**src/rtl/reset_sequencer_pkg.sv**
```systemverilog
// Shared definitions for the reset sequencer.
//   state_e    : sequencer FSM states
//   CAUSE_*    : encodings reported on rst_cause
//   max_int    : constant helper used for counter sizing
package reset_sequencer_pkg;

  typedef enum logic [1:0] {
    HOLD    = 2'd0,
    STAGGER = 2'd1,
    RUN     = 2'd2
  } state_e;

  localparam logic [1:0] CAUSE_EXT  = 2'b01;
  localparam logic [1:0] CAUSE_SOFT = 2'b10;

  function automatic int max_int(input int a, input int b);
    return (a > b) ? a : b;
  endfunction

endpackage

```
**src/rtl/reset_sync.sv**
```systemverilog
// Reset synchroniser: asserts asynchronously, deasserts after STAGES rising
// clock edges with the source reset high.
//   clk_i   : clock
//   rst_n_i : asynchronous active-low reset source
//   rst_n_o : active-low reset, deassertion synchronous to clk_i
module reset_sync #(
  parameter int STAGES = 2
) (
  input  logic clk_i,
  input  logic rst_n_i,
  output logic rst_n_o
);

  logic [STAGES-1:0] sync_q = '0;

  always_ff @(posedge clk_i or negedge rst_n_i) begin
    if (!rst_n_i) begin
      sync_q <= '0;
    end else begin
      sync_q <= {sync_q[STAGES-2:0], 1'b1};
    end
  end

  assign rst_n_o = sync_q[STAGES-1];

endmodule

```
**src/rtl/reset_sequencer.sv**
```systemverilog
// Reset sequencer: holds all domains in reset for HOLD_CYCLES after the
// reset source clears, then releases them one at a time every
// STAGGER_CYCLES, and raises ready once the last domain is out of reset.
// A tick strobe every 2^DIV_LOG2 cycles runs while ready is high.
//   clock_in     : single clock
//   reset_ext    : asynchronous active-low reset
//   soft_rst_req : synchronous request to restart the sequence
//   resetn       : active-low reset per domain
//   ready        : all domains released
//   rst_cause    : 01 external/power-on, 10 soft
//   tick         : one-cycle clock-enable strobe
//
// state   | meaning
// HOLD    | all domains in reset, counting HOLD_CYCLES
// STAGGER | releasing domains 1..N-1, one every STAGGER_CYCLES
// RUN     | every domain released, ready high
module reset_sequencer
  import reset_sequencer_pkg::*;
#(
  parameter int N_DOMAINS      = 3,
  parameter int HOLD_CYCLES    = 16,
  parameter int STAGGER_CYCLES = 4,
  parameter int SYNC_STAGES    = 2,
  parameter int DIV_LOG2       = 2
) (
  input  logic                 clock_in,
  input  logic                 reset_ext,
  input  logic                 soft_rst_req,
  output logic [N_DOMAINS-1:0] resetn,
  output logic                 ready,
  output logic [1:0]           rst_cause,
  output logic                 tick
);

  if (N_DOMAINS < 1 || N_DOMAINS > 8) begin : g_bad_domains
    $error("reset_sequencer: N_DOMAINS must be in 1..8");
  end
  if (HOLD_CYCLES < 1) begin : g_bad_hold
    $error("reset_sequencer: HOLD_CYCLES must be at least 1");
  end
  if (N_DOMAINS > 1 && STAGGER_CYCLES < 1) begin : g_bad_stagger
    $error("reset_sequencer: STAGGER_CYCLES must be at least 1");
  end
  if (SYNC_STAGES < 2) begin : g_bad_sync
    $error("reset_sequencer: SYNC_STAGES must be at least 2");
  end
  if (DIV_LOG2 < 0) begin : g_bad_div
    $error("reset_sequencer: DIV_LOG2 must not be negative");
  end

  // Sized so the largest terminal count fits; the counter is cleared on
  // every terminal count, so it never wraps.
  localparam int CNT_W = $clog2(max_int(HOLD_CYCLES, STAGGER_CYCLES) + 1);
  localparam logic [CNT_W-1:0]     HOLD_LAST = CNT_W'(HOLD_CYCLES - 1);
  localparam logic [CNT_W-1:0]     STAG_LAST = CNT_W'(STAGGER_CYCLES - 1);
  localparam logic [CNT_W-1:0]     CNT_ONE   = CNT_W'(1);
  localparam logic [N_DOMAINS-1:0] DOM_ONE   = N_DOMAINS'(1);

  logic rst_int_n;

  reset_sync #(
    .STAGES (SYNC_STAGES)
  ) u_reset_sync (
    .clk_i   (clock_in),
    .rst_n_i (reset_ext),
    .rst_n_o (rst_int_n)
  );

  state_e               state_q  = HOLD;
  state_e               state_d;
  logic [CNT_W-1:0]     cnt_q    = '0;
  logic [CNT_W-1:0]     cnt_d;
  logic [N_DOMAINS-1:0] resetn_q = '0;
  logic [N_DOMAINS-1:0] resetn_d;
  logic                 ready_q  = 1'b0;
  logic                 ready_d;
  logic [1:0]           cause_q  = CAUSE_EXT;
  logic [1:0]           cause_d;

  always_ff @(posedge clock_in or negedge rst_int_n) begin
    if (!rst_int_n) begin
      state_q  <= HOLD;
      cnt_q    <= '0;
      resetn_q <= '0;
      ready_q  <= 1'b0;
      cause_q  <= CAUSE_EXT;
    end else begin
      state_q  <= state_d;
      cnt_q    <= cnt_d;
      resetn_q <= resetn_d;
      ready_q  <= ready_d;
      cause_q  <= cause_d;
    end
  end

  always_comb begin
    state_d  = state_q;
    cnt_d    = cnt_q;
    resetn_d = resetn_q;
    ready_d  = ready_q;
    cause_d  = cause_q;
    if (soft_rst_req) begin
      // A soft request restarts the sequence from any state.
      state_d  = HOLD;
      cnt_d    = '0;
      resetn_d = '0;
      ready_d  = 1'b0;
      cause_d  = CAUSE_SOFT;
    end else begin
      case (state_q)
        HOLD: begin
          if (cnt_q == HOLD_LAST) begin
            resetn_d[0] = 1'b1;
            cnt_d       = '0;
            if (N_DOMAINS == 1) begin
              state_d = RUN;
              ready_d = 1'b1;
            end else begin
              state_d = STAGGER;
            end
          end else begin
            cnt_d = cnt_q + CNT_ONE;
          end
        end
        STAGGER: begin
          if (cnt_q == STAG_LAST) begin
            cnt_d = '0;
            // Released bits form a contiguous run from bit 0, so shifting in
            // a one releases the next domain in index order.
            resetn_d = (resetn_q << 1) | DOM_ONE;
            if (resetn_d[N_DOMAINS-1]) begin
              ready_d = 1'b1;
              state_d = RUN;
            end
          end else begin
            cnt_d = cnt_q + CNT_ONE;
          end
        end
        RUN: begin
          state_d = RUN;
        end
        default: begin
          state_d = HOLD;
        end
      endcase
    end
  end

  if (DIV_LOG2 > 0) begin : g_div
    logic [DIV_LOG2-1:0] div_q = '0;
    logic [DIV_LOG2-1:0] div_d;

    // Counting starts the edge after ready rises, so the counter is 0 in
    // the first ready cycle and the first tick lands 2^DIV_LOG2-1 later.
    always_comb begin
      div_d = '0;
      if (ready_q && ready_d) begin
        div_d = div_q + DIV_LOG2'(1);
      end
    end

    always_ff @(posedge clock_in or negedge rst_int_n) begin
      if (!rst_int_n) begin
        div_q <= '0;
      end else begin
        div_q <= div_d;
      end
    end

    assign tick = ready_q & (&div_q);
  end else begin : g_no_div
    assign tick = ready_q;
  end

  assign resetn    = resetn_q;
  assign ready     = ready_q;
  assign rst_cause = cause_q;

endmodule

```
**config.mk**
```make
export PLATFORM = sky130hd
export DESIGN_NAME = reset_sequencer
export DESIGN_NICKNAME = d
export VERILOG_FILES = /design/src/rtl/reset_sequencer_pkg.sv /design/src/rtl/reset_sync.sv /design/src/rtl/reset_sequencer.sv
export SDC_FILE = /design/constraint.sdc
export NUM_CORES = 1
export LEC_CHECK = 0
export BUFFER_PORTS_ARGS = -buffer_cell sky130_fd_sc_hd__buf_2
export CAP_MARGIN = 20
export CELL_PAD_IN_SITES_DETAIL_PLACEMENT = 2
export CELL_PAD_IN_SITES_GLOBAL_PLACEMENT = 2
export CORE_MARGIN = 2
export CORE_UTILIZATION = 38
export DETAILED_ROUTE_END_ITERATION = 8
export HOLD_SLACK_MARGIN = 0.15
export PLACE_DENSITY = 0.81
export SETUP_SLACK_MARGIN = 0.05
export SYNTH_ARGS = -nofsm -noshare
export SYNTH_HDL_FRONTEND = slang
export SYNTH_HIERARCHICAL = 1
export SYNTH_SLANG_ARGS = --single-unit
export TNS_END_PERCENT = 5
```
**constraint.sdc**
```tcl
create_clock -name clock_in -period 1.2 [get_ports clock_in]
set_input_delay 0.18 -clock clock_in [delete_from_list [all_inputs] [get_ports clock_in]]
set_output_delay 0.18 -clock clock_in [all_outputs]
set_load 0.005 [all_outputs]
```
-- Word-level counts from Yosys, hierarchy flattened
Index checks and enable logic that the tools add are counted.
- register bits after elaboration: 17
- input port bits: 3
- output and inout bits: 7
- logic and storage cells: 46
- add/sub/neg operators: 2
- equality and inequality tests: 7
- multiplexer cells: 19
- bitwise gates (word level): 1
- reduce and logical (&&, ||, !) cells: 9
- operator list (cell ; number):
    5-bit two-way mux ; 3
    2-bit two-way mux ; 6
    5-bit case mux with 2 select lines ; 1
    3-bit inequality test (second input constant) ; 3
    3-bit two-way mux ; 2
    2-bit case mux with 3 select lines ; 1
    3-bit AND reduction ; 2
    5-bit by 1-bit adder with 5-bit output (second input constant) ; 1
    5-bit by 2-bit equality test with 1-bit output (second input constant) ; 1
    5-bit by 4-bit equality test with 1-bit output (second input constant) ; 1
    1-bit two-way mux ; 5
    2-bit AND reduction ; 2
    2-bit nonzero test ; 2
    3-bit nonzero test ; 1
    2-bit by 1-bit adder with 2-bit output (second input constant) ; 1
    2-bit by 1-bit equality test with 1-bit output (second input constant) ; 1
    2-bit equality test (second input constant) ; 1
    2-bit logical NOT ; 1
    1-bit case mux with 2 select lines ; 1
    1-bit AND ; 1
    1-bit logical AND ; 1

-- Longest topological paths before layout
Gate-level depths: netlist (run 1).
- depth in word-level cells: 6
- depth in mapped cells: 8
- depth with buffers taken out: 8

-- Cells and area by module
Netlist (run 1), hierarchy kept.
- modules (own cells, without submodules) (module ; instances ; cells each ; area each (µm²) ; seq. area each (µm²)):
    reset_sequencer ; 1 ; 78 ; 789.5 ; 376.6
    reset_sync ; 1 ; 3 ; 53.8 ; 50.0

-- Worst setup path after synthesis (run 1)
Ideal clock, no wire load.
- kind: register to register
- from: reg cnt_q[0]
- to: reg cnt_q[3]
- setup time: 0.066 ns
- data arrival time: 1.560 ns
- required time: 1.134 ns
- setup slack: -0.426 ns
- cell stages (with the launch flop): 9
- clock period less this slack: 1.626 ns
- path through: dfrtp_1 ha_1 nand3_1 inv_1 ha_1 nor2b_1 o2bb2ai_2 a21o_1 a22o_1
- longest elaborated chain between the ends: 4
- elaborated cells between the ends (all ways): 7
- those cells by class: add/sub (1); eq/ne (2); mux (4)
- RTL lines (element ; RTL line ; text):
    start, declared ; reset_sequencer.sv:71 ; logic [CNT_W-1:0] cnt_q = '0;
    start signal, assigned ; reset_sequencer.sv:89 ; cnt_q <= cnt_d;
    5-bit by 1-bit adder with 5-bit output, or another cell as far along ; reset_sequencer.sv:122, reset_sequencer.sv:136 ;
    5-bit two-way mux (on tied branches) ; reset_sequencer.sv:126, reset_sequencer.sv:112 ;
    5-bit case mux with 2 select lines (*) ; reset_sequencer.sv:110 ; case (state_q)
    5-bit two-way mux (*) ; reset_sequencer.sv:102 ; if (soft_rst_req) begin
Every way passes the cells marked *; elsewhere a longest branch is shown, timed or not.
A chain may end at the register's enable or synchronous reset.

-- Worst setup path after layout (run 1)
- from: reg cnt_q[1]
- to: reg cnt_q[3]
The elaborated chain is that of the path after synthesis.

==> run_summary.xml, run 1 <==
<?xml version="1.0" encoding="UTF-8"?>
<metrics>
  <group name="run_status">
    <metric name="outcome" unit="">finished, violations left</metric>
    <metric name="failing_checks" unit="">negative setup slack</metric>
  </group>
  <group name="global_routing">
    <metric name="grt_util_all_layers" unit="%">29.1</metric>
    <metric name="wire_length_of_the_first_global_routing_pass" unit="um">5040</metric>
    <metric name="global_route.overflow_total" unit="">0</metric>
    <metric name="vias_in_the_first_global_route" unit="">871</metric>
    <metric name="number_of_antenna_violations_at_the_first_check_in_global_routing" unit="">0</metric>
    <metric name="grt_max_degree" unit="">16</metric>
  </group>
  <group name="place">
    <metric name="gp_congestion" unit="">0.765</metric>
    <metric name="port_buffers" unit="">9</metric>
    <metric name="dpl_cell_area" unit="sq um">1030</metric>
    <metric name="placed_cells_incl_taps" unit="">131</metric>
    <metric name="dpl.hpwl" unit="um">1930</metric>
  </group>
  <group name="logic_synthesis">
    <metric name="async_s_r_ff_share_synth" unit="%">100</metric>
    <metric name="synth.top_cells.by_count" unit="">16 x dfrtp_1, 8 x nand2_1, 7 x ha_1, 7 x inv_1</metric>
    <metric name="synth_most_common_cell" unit="">dfrtp_1</metric>
    <metric name="yosys_warns" unit="">6</metric>
    <metric name="number_of_storage_elements_in_the_synthesis_netlist" unit="">17</metric>
    <metric name="synth.distinct_cells" unit="">28</metric>
    <metric name="syn_avg_cell_area" unit="sq um">10.4</metric>
    <metric name="synth_area_in_compound_gates" unit="%">11.3</metric>
    <metric name="yosysSeqAreaShare" unit="%">50.6</metric>
    <metric name="synth_top_family_by_area" unit="">simple AND/OR/NAND/NOR gates</metric>
    <metric name="synthTopCellsByArea" unit="">dfrtp_1 47%, ha_1 10%, a21oi_1 3.6%</metric>
    <metric name="syn_nets" unit="">91</metric>
    <metric name="syn-instance-count" unit="">81</metric>
    <metric name="synth_area_leader_cell" unit="">dfrtp_1</metric>
    <metric name="multiplexer_share_of_the_synthesized_area" unit="%">3.71</metric>
    <metric name="post_synth_fa_ha_maj_area_fraction" unit="%">10.4</metric>
    <metric name="synth_xor_area_share" unit="%">0</metric>
    <metric name="synth-main-ff-cell" unit="">dfrtp_1</metric>
    <metric name="synth_enable_flop_cells" unit="">0</metric>
    <metric name="post_synth_instance_area" unit="sq um">843</metric>
    <metric name="yosys.area_share.simple" unit="%">19.4</metric>
    <metric name="netlist.area_leader.share" unit="%">47.5</metric>
  </group>
  <group name="critical_path">
    <metric name="critical_register_to_register_path_startpoint" unit="">cnt_q[1]</metric>
    <metric name="crit_path_max_fanout" unit="">5</metric>
    <metric name="arrival" unit="ns">1.90</metric>
    <metric name="worstPathRequired" unit="ns">1.45</metric>
    <metric name="critical_path.endpoint_type" unit="">flip-flop</metric>
    <metric name="crit_start" unit="">cnt_q[1]</metric>
    <metric name="rr_endpoint" unit="">cnt_q[3]</metric>
    <metric name="worstSetupPathType" unit="">flip-flop to flip-flop</metric>
    <metric name="r2r_setup_slack" unit="ns">-0.45</metric>
    <metric name="ff2ff_path_depth" unit="">8</metric>
    <metric name="timing.critical_path.from_type" unit="">flip-flop</metric>
  </group>
  <group name="clocking">
    <metric name="cts_tree" unit="">yes</metric>
    <metric name="clkTransAtPathRegs" unit="ns">0.11</metric>
    <metric name="cts_buffer_depth" unit="">2</metric>
    <metric name="cts_made_buffers" unit="">3</metric>
    <metric name="clock-root-buffer" unit="">clkbuf_4</metric>
    <metric name="cts.sink_count" unit="">17</metric>
    <metric name="clkLatencyLatePin" unit="ns">0.32</metric>
    <metric name="htreeDepth" unit="">1</metric>
  </group>
  <group name="layout">
    <metric name="register_area" unit="sq um">428</metric>
    <metric name="antenna-diode-count" unit="">0</metric>
    <metric name="drive_gt1_share" unit="%">47.3</metric>
    <metric name="postLayoutCellArea" unit="sq um">1220</metric>
    <metric name="area_growth_syn_to_layout" unit="%">44.4</metric>
    <metric name="final_cells" unit="">140</metric>
    <metric name="multi_input_comb_area" unit="sq um">494</metric>
    <metric name="filler_cell_count" unit="">206</metric>
    <metric name="nets" unit="">123</metric>
  </group>
  <group name="power_and_ir_drop">
    <metric name="p_switching" unit="uW">288</metric>
    <metric name="cellLeakagePower" unit="nW">0.555</metric>
    <metric name="register_share_of_total_power" unit="%">56.5</metric>
    <metric name="peakVddDrop" unit="V">0.00101</metric>
    <metric name="swShare" unit="%">27.2</metric>
    <metric name="power.share.clock" unit="%">32.5</metric>
    <metric name="cell_internal_pwr" unit="uW">772</metric>
    <metric name="power_per_cell_area" unit="nW/um^2">871</metric>
    <metric name="combinationalPowerShare" unit="%">11.0</metric>
  </group>
  <group name="route">
    <metric name="drt_pre_antenna_iters" unit="">4</metric>
    <metric name="drc" unit="">0</metric>
    <metric name="vias" unit="">748</metric>
    <metric name="route.detailed.wl_per_inst" unit="um">25.1</metric>
    <metric name="drt.antenna.violating_nets" unit="">0</metric>
    <metric name="drt-vias-per-instance" unit="">5.34</metric>
    <metric name="finalWirelength" unit="um">3510</metric>
    <metric name="first_iter_violations" unit="">21</metric>
  </group>
  <group name="sta">
    <metric name="period_minus_slack" unit="ns">1.65</metric>
    <metric name="fin_skew" unit="ns">0.00552</metric>
    <metric name="finalHoldViolCount" unit="">0</metric>
    <metric name="setup-violations-final" unit="">12</metric>
    <metric name="worst_slack" unit="ns">-0.447</metric>
    <metric name="timing.fmax" unit="MHz">607</metric>
    <metric name="grt_setup_unrepaired" unit="">true</metric>
    <metric name="fin_setup_tns" unit="ns">-3.69</metric>
    <metric name="layout_worst_path_cycle_share" unit="%">137</metric>
    <metric name="timing.final.max_slew_violations" unit="">0</metric>
  </group>
  <group name="floorplanning">
    <metric name="placeableCoreArea" unit="sq um">2150</metric>
    <metric name="y_dimension_of_the_die" unit="um">51.1</metric>
    <metric name="die-width" unit="um">51.1</metric>
    <metric name="fp.dieArea" unit="sq um">2610</metric>
    <metric name="placement_rows" unit="">17</metric>
    <metric name="number_of_top_level_pins" unit="">10</metric>
    <metric name="start_util" unit="%">39.3</metric>
  </group>
  <group name="hold_path">
    <metric name="min-delay-path-class" unit="">flip-flop to async pin</metric>
  </group>
  <group name="run">
    <metric name="max-cap-violations" unit="">0</metric>
  </group>
</metrics>
## worst max-delay path: stages (launching register included)
cell and delay (ns):
dfrtp_2 0.45, ha_4 0.19, nand3_4 0.09, inv_2 0.05
ha_4 0.16, nor2b_4 0.16, o2bb2ai_4 0.16, a21o_1 0.16
a22o_1 0.16
## routing by layer
| metal | wire (um) | track usage, % | vias up |
|---|---|---|---|
| met2 | 1820 | 49.6 | 23 |
| met1 | 1450 | 35.2 | 380 |
| met5 | 0 | 0 | - |
| met4 | 127 | 14.0 | 0 |
| li1 | - | - | 332 |
| met3 | 113 | 5.26 | 13 |
## logic make-up after synthesis
logic type / count (synthesis)
buf+inv: 9
fa+ha+maj: 7
flops: 17
simple gates: 30
compound gates: 14
mux: 3
other cells: 1
## sequential cells by signal, indices dropped and copies added (netlist names)
signal and cells:
g_div.div_q 2, cnt_q 5, ready 1, state_q 2, resetn 3, u_reset_sync/sync_q 2, rst_cause 2
## through the flow
step | setup WS [ns] | hold WS [ns] | power (mW) | utilization (%)
2_1_floorplan | -0.316 | -0.116 | 0.644 | -
3_3_place_gp | -0.324 | -0.0345 | 0.681 | 48.0
3_5_place_dp | -0.445 | -0.0276 | 0.692 | 48.0
4_1_cts | -0.355 | 0.172 | 1.03 | 54.2
5_1_grt | -0.497 | 0.211 | 1.10 | 56.7
6_report | -0.447 | 0.205 | 1.06 | 56.7
## how the worst max path moves through the flow
stage	end	slack, ns	cells after the start
floorplan	cnt_q[3]	-0.32	8
global placement	cnt_q[3]	-0.32	8
detailed placement	cnt_q[3]	-0.44	8
CTS	cnt_q[3]	-0.35	8
global route	cnt_q[3]	-0.50	8
finish	cnt_q[3]	-0.45	8
## cell type report
type / count / share of cell area [%]
timing repair buffer: 29 / 17.1
clock buffer: 4 / 2.16
inverter: 7 / 2.16
multi-input combinational: 55 / 40.6
sequential: 17 / 35.1
tap: 28 / 2.88
## cells in the final DEF, fill, tap and decap left out, drive strengths merged
cell type    Yosys  routed
and2             1       1
nand3            4       4
dfstp            1       1
nor2b            2       2
mux2             1       1
clkbuf           1       4
a21o             1       1
o21ai            2       2
dfrtp           16      16
nand2            8       8
mux2i            2       2
o211ai           1       1
a22o             2       2
a21oi            6       6
inv              7       7
and3             1       1
a22oi            1       1
nand3b           1       1
nand2b           2       2
or2              1       1
o2bb2ai          1       1
conb             1       1
buf              1      28
dlygate4sd3      0       1
nor4b            1       1
nor2             7       7
nor3             2       2
ha               7       7
## timing repair
item | CTS | global route
resized for setup | 18 | 8
setup endpoints to repair | 12 | 13
endpoints found under the hold margin | 2 | 0
pin swaps | 10 | 4
setup buffers | 1 | 3
hold buffers | 1 | 0
## power groups by stage
stage | Combinational [mW] | Sequential (mW) | Clock [mW]
after detailed placement | 0.0873 | 0.605 | 0
after CTS | 0.103 | 0.598 | 0.328
final | 0.117 | 0.599 | 0.345
after floorplan | 0.0343 | 0.610 | 0
after global placement | 0.0785 | 0.603 | 0
after global routing | 0.126 | 0.600 | 0.377
No activity file was read; power rests on OpenSTA's default activity.
==> run 2, diff against run 1 <==
--- a/config.mk
+++ b/config.mk
@@ -13,2 +13,3 @@
 export CORE_UTILIZATION = 38
+export CTS_CLUSTER_SIZE = 12
 export DETAILED_ROUTE_END_ITERATION = 8
==> constraint.sdc (replaced) <==
create_clock -name clock_in -period 1.2 [get_ports clock_in]
set_input_delay 0.06 -clock clock_in [delete_from_list [all_inputs] [get_ports clock_in]]
set_output_delay 0.06 -clock clock_in [all_outputs]
set_load 0.005 [all_outputs]
==> run 2 against run 1 <==
Effect of this change:
- the flow still finishes with violations (negative setup slack)
- register-to-register slack worse by 0.02 ns
- critical path depth unchanged
- sequential power about the same
- clock power down 7.0%
- sequential share of layout area down 1.0 points
- non-clock buffer count up 4
- cell count up 2.9%
- die area unchanged
- via count up 2.3%
- clock skew up 0.0031 ns
- core utilization up 1.5 points
- critical path type unchanged
==> run_summary.xml, run 2 (synthesized netlist as in run 1, its figures left out) <==
<?xml version="1.0" encoding="UTF-8"?>
<metrics>
  <group name="floorplanning">
    <metric name="placement_rows" unit="">17</metric>
    <metric name="y_dimension_of_the_die" unit="um">51.1</metric>
    <metric name="number_of_top_level_pins" unit="">10</metric>
    <metric name="start_util" unit="%">39.3</metric>
    <metric name="placeableCoreArea" unit="sq um">2150</metric>
    <metric name="fp.dieArea" unit="sq um">2610</metric>
    <metric name="die-width" unit="um">51.1</metric>
  </group>
  <group name="critical_path">
    <metric name="arrival" unit="ns">1.85</metric>
    <metric name="critical_path.endpoint_type" unit="">flip-flop</metric>
    <metric name="critPathTopFamily" unit="">flip-flops</metric>
    <metric name="critical_path.most_common_cell" unit="">ha_4</metric>
    <metric name="ff2ff_path_depth" unit="">8</metric>
    <metric name="worstPathCellList" unit="">ha_4 -&gt; nand3_4 -&gt; buf_6 -&gt; ha_4 -&gt; nand3b_1 -&gt; o21ai_1 -&gt; a22oi_1 -&gt; nor2_1</metric>
    <metric name="worstPathRequired" unit="ns">1.38</metric>
    <metric name="critical_path.n_buffers_inverters" unit="">1</metric>
    <metric name="worstSetupPathType" unit="">flip-flop to flip-flop</metric>
    <metric name="worst_path_max_delay_cell" unit="">dfrtp_1</metric>
    <metric name="r2r_setup_slack" unit="ns">-0.47</metric>
    <metric name="critical_register_to_register_path_startpoint" unit="">cnt_q[0]</metric>
    <metric name="cpPeakStageDelay" unit="ns">0.43</metric>
    <metric name="rr_endpoint" unit="">cnt_q[4]</metric>
    <metric name="crit_path_max_fanout" unit="">3</metric>
    <metric name="timing.critical_path.from_type" unit="">flip-flop</metric>
  </group>
  <group name="route">
    <metric name="drt-vias-per-instance" unit="">5.31</metric>
    <metric name="first_iter_violations" unit="">9</metric>
    <metric name="drc" unit="">0</metric>
    <metric name="drt.antenna.violating_nets" unit="">0</metric>
    <metric name="vias" unit="">765</metric>
    <metric name="finalWirelength" unit="um">3440</metric>
    <metric name="drt_pre_antenna_iters" unit="">4</metric>
    <metric name="route.detailed.wl_per_inst" unit="um">23.9</metric>
  </group>
  <group name="layout">
    <metric name="antenna-diode-count" unit="">0</metric>
    <metric name="drive_gt1_share" unit="%">47.4</metric>
    <metric name="nets" unit="">127</metric>
    <metric name="largest_reg_flops" unit="">5</metric>
    <metric name="regMostFlops" unit="">cnt_q</metric>
    <metric name="area_growth_syn_to_layout" unit="%">48.2</metric>
    <metric name="layout_commonest_cell" unit="">buf_4</metric>
    <metric name="layout_common_cells" unit="">18 x buf_4, 16 x dfrtp_1, 8 x nand2_1, 8 x buf_2, 6 x inv_1</metric>
    <metric name="filler_cell_count" unit="">202</metric>
  </group>
  <group name="hold_path">
    <metric name="min-delay-path-class" unit="">flip-flop to async pin</metric>
  </group>
  <group name="sta">
    <metric name="setup-violations-final" unit="">12</metric>
    <metric name="layout_worst_path_cycle_share" unit="%">139</metric>
    <metric name="finalHoldViolCount" unit="">0</metric>
    <metric name="period_minus_slack" unit="ns">1.67</metric>
    <metric name="fin_skew" unit="ns">0.00866</metric>
    <metric name="timing.final.max_slew_violations" unit="">0</metric>
    <metric name="worst_slack" unit="ns">-0.468</metric>
    <metric name="grt_setup_unrepaired" unit="">true</metric>
    <metric name="timing.fmax" unit="MHz">599</metric>
    <metric name="whs" unit="ns">0.188</metric>
  </group>
  <group name="power_and_ir_drop">
    <metric name="register_share_of_total_power" unit="%">57.2</metric>
    <metric name="peakVddDrop" unit="V">0.000718</metric>
    <metric name="combinationalPowerShare" unit="%">12.1</metric>
    <metric name="swShare" unit="%">26.0</metric>
    <metric name="cell_internal_pwr" unit="uW">773</metric>
    <metric name="power.share.clock" unit="%">30.7</metric>
    <metric name="cellLeakagePower" unit="nW">0.579</metric>
    <metric name="p_switching" unit="uW">272</metric>
    <metric name="p_total" unit="mW">1.05</metric>
    <metric name="power_per_cell_area" unit="nW/um^2">837</metric>
  </group>
  <group name="place">
    <metric name="dpl.hpwl" unit="um">2030</metric>
    <metric name="post_placement_setup_slack" unit="ns">-0.512</metric>
    <metric name="gp_congestion" unit="">0.810</metric>
    <metric name="port_buffers" unit="">9</metric>
  </group>
  <group name="clocking">
    <metric name="cts_tree" unit="">yes</metric>
    <metric name="clock-root-buffer" unit="">clkbuf_4</metric>
    <metric name="clkLatencyLatePin" unit="ns">0.31</metric>
    <metric name="clkTransAtPathRegs" unit="ns">0.11</metric>
    <metric name="cts_buffer_depth" unit="">2</metric>
    <metric name="cts.sink_count" unit="">17</metric>
    <metric name="htreeDepth" unit="">1</metric>
    <metric name="cts_made_buffers" unit="">3</metric>
  </group>
  <group name="global_routing">
    <metric name="number_of_antenna_violations_at_the_first_check_in_global_routing" unit="">0</metric>
    <metric name="grt_util_all_layers" unit="%">30.7</metric>
    <metric name="global_route.overflow_total" unit="">0</metric>
    <metric name="wire_length_of_the_first_global_routing_pass" unit="um">5310</metric>
    <metric name="grt_max_degree" unit="">16</metric>
    <metric name="vias_in_the_first_global_route" unit="">912</metric>
  </group>
  <group name="run_status">
    <metric name="outcome" unit="">finished, violations left</metric>
    <metric name="failing_checks" unit="">negative setup slack</metric>
  </group>
  <group name="run">
    <metric name="max-cap-violations" unit="">0</metric>
  </group>
</metrics>
[run 2: cell types whose count changed in the layout (fill, tap and decap cells not counted), sizes merged]
cell / delta
buf: +1
clkbuf: -1
clkinv: +1
dlygate4sd3: +3
[run 2: metal layers]
layer  share of wire [%]  global-route usage, %  vias to the layer above
met2                  51                   51.5                       31
met5                   0                      0                        -
met4                 4.3                   18.0                        0
met1                  41                   37.1                      375
met3                 4.1                   4.68                       16
li1                    -                      -                      343
[run 2: timing repair]
item / in CTS / in global routing
pin swaps: 8 / 5
hold endpoints to repair: 9 / 0
gates resized for setup: 21 / 4
hold buffers: 4 / 0
endpoints found under the setup margin: 12 / 12
setup buffers: 4 / 0
[run 2: cell type report]
cell class	count	area, sq um	area share (%)
clock inverter	1	5.00	0.400
sequential	17	427	34.1
multi-input combinational	55	485	38.8
clock buffer	3	22.5	1.80
tap	28	35.0	2.80
inverter	7	26.3	2.10
timing repair buffer	33	249	19.9
[run 2: worst max-delay path by stage]
stage / slack (ns) / cells past startpoint / to / start
floorplan: -0.32 / 8 / cnt_q[3] / cnt_q[0]
global placement: -0.32 / 8 / cnt_q[3] / cnt_q[0]
detailed placement: -0.51 / 8 / cnt_q[3] / cnt_q[0]
CTS: -0.37 / 8 / cnt_q[3] / cnt_q[0]
global route: -0.52 / 8 / cnt_q[4] / cnt_q[0]
finish: -0.47 / 8 / cnt_q[4] / cnt_q[0]
[run 2: stage by stage]
| stage | util, % | TNS, ns | area, sq um | cells |
|---|---|---|---|---|
| 2_1_floorplan | - | -1.84 | 848 | 81 |
| 5_1_grt | 58.2 | -4.72 | 1250 | 144 |
| 3_5_place_dp | 48.4 | -4.61 | 1040 | 132 |
| 6_report | 58.2 | -4.13 | 1250 | 144 |
| 3_3_place_gp | 48.4 | -2.59 | 1040 | 132 |
| 4_1_cts | 57.5 | -3.11 | 1240 | 144 |
[run 2: power groups by stage]
stage               Sequential, mW  Combinational (mW)  Clock [mW]
floorplan                    0.610              0.0343           0
global placement             0.603              0.0771           0
detailed placement           0.605              0.0833           0
CTS                          0.598               0.119       0.328
global route                 0.600               0.137       0.351
finish                       0.598               0.126       0.321
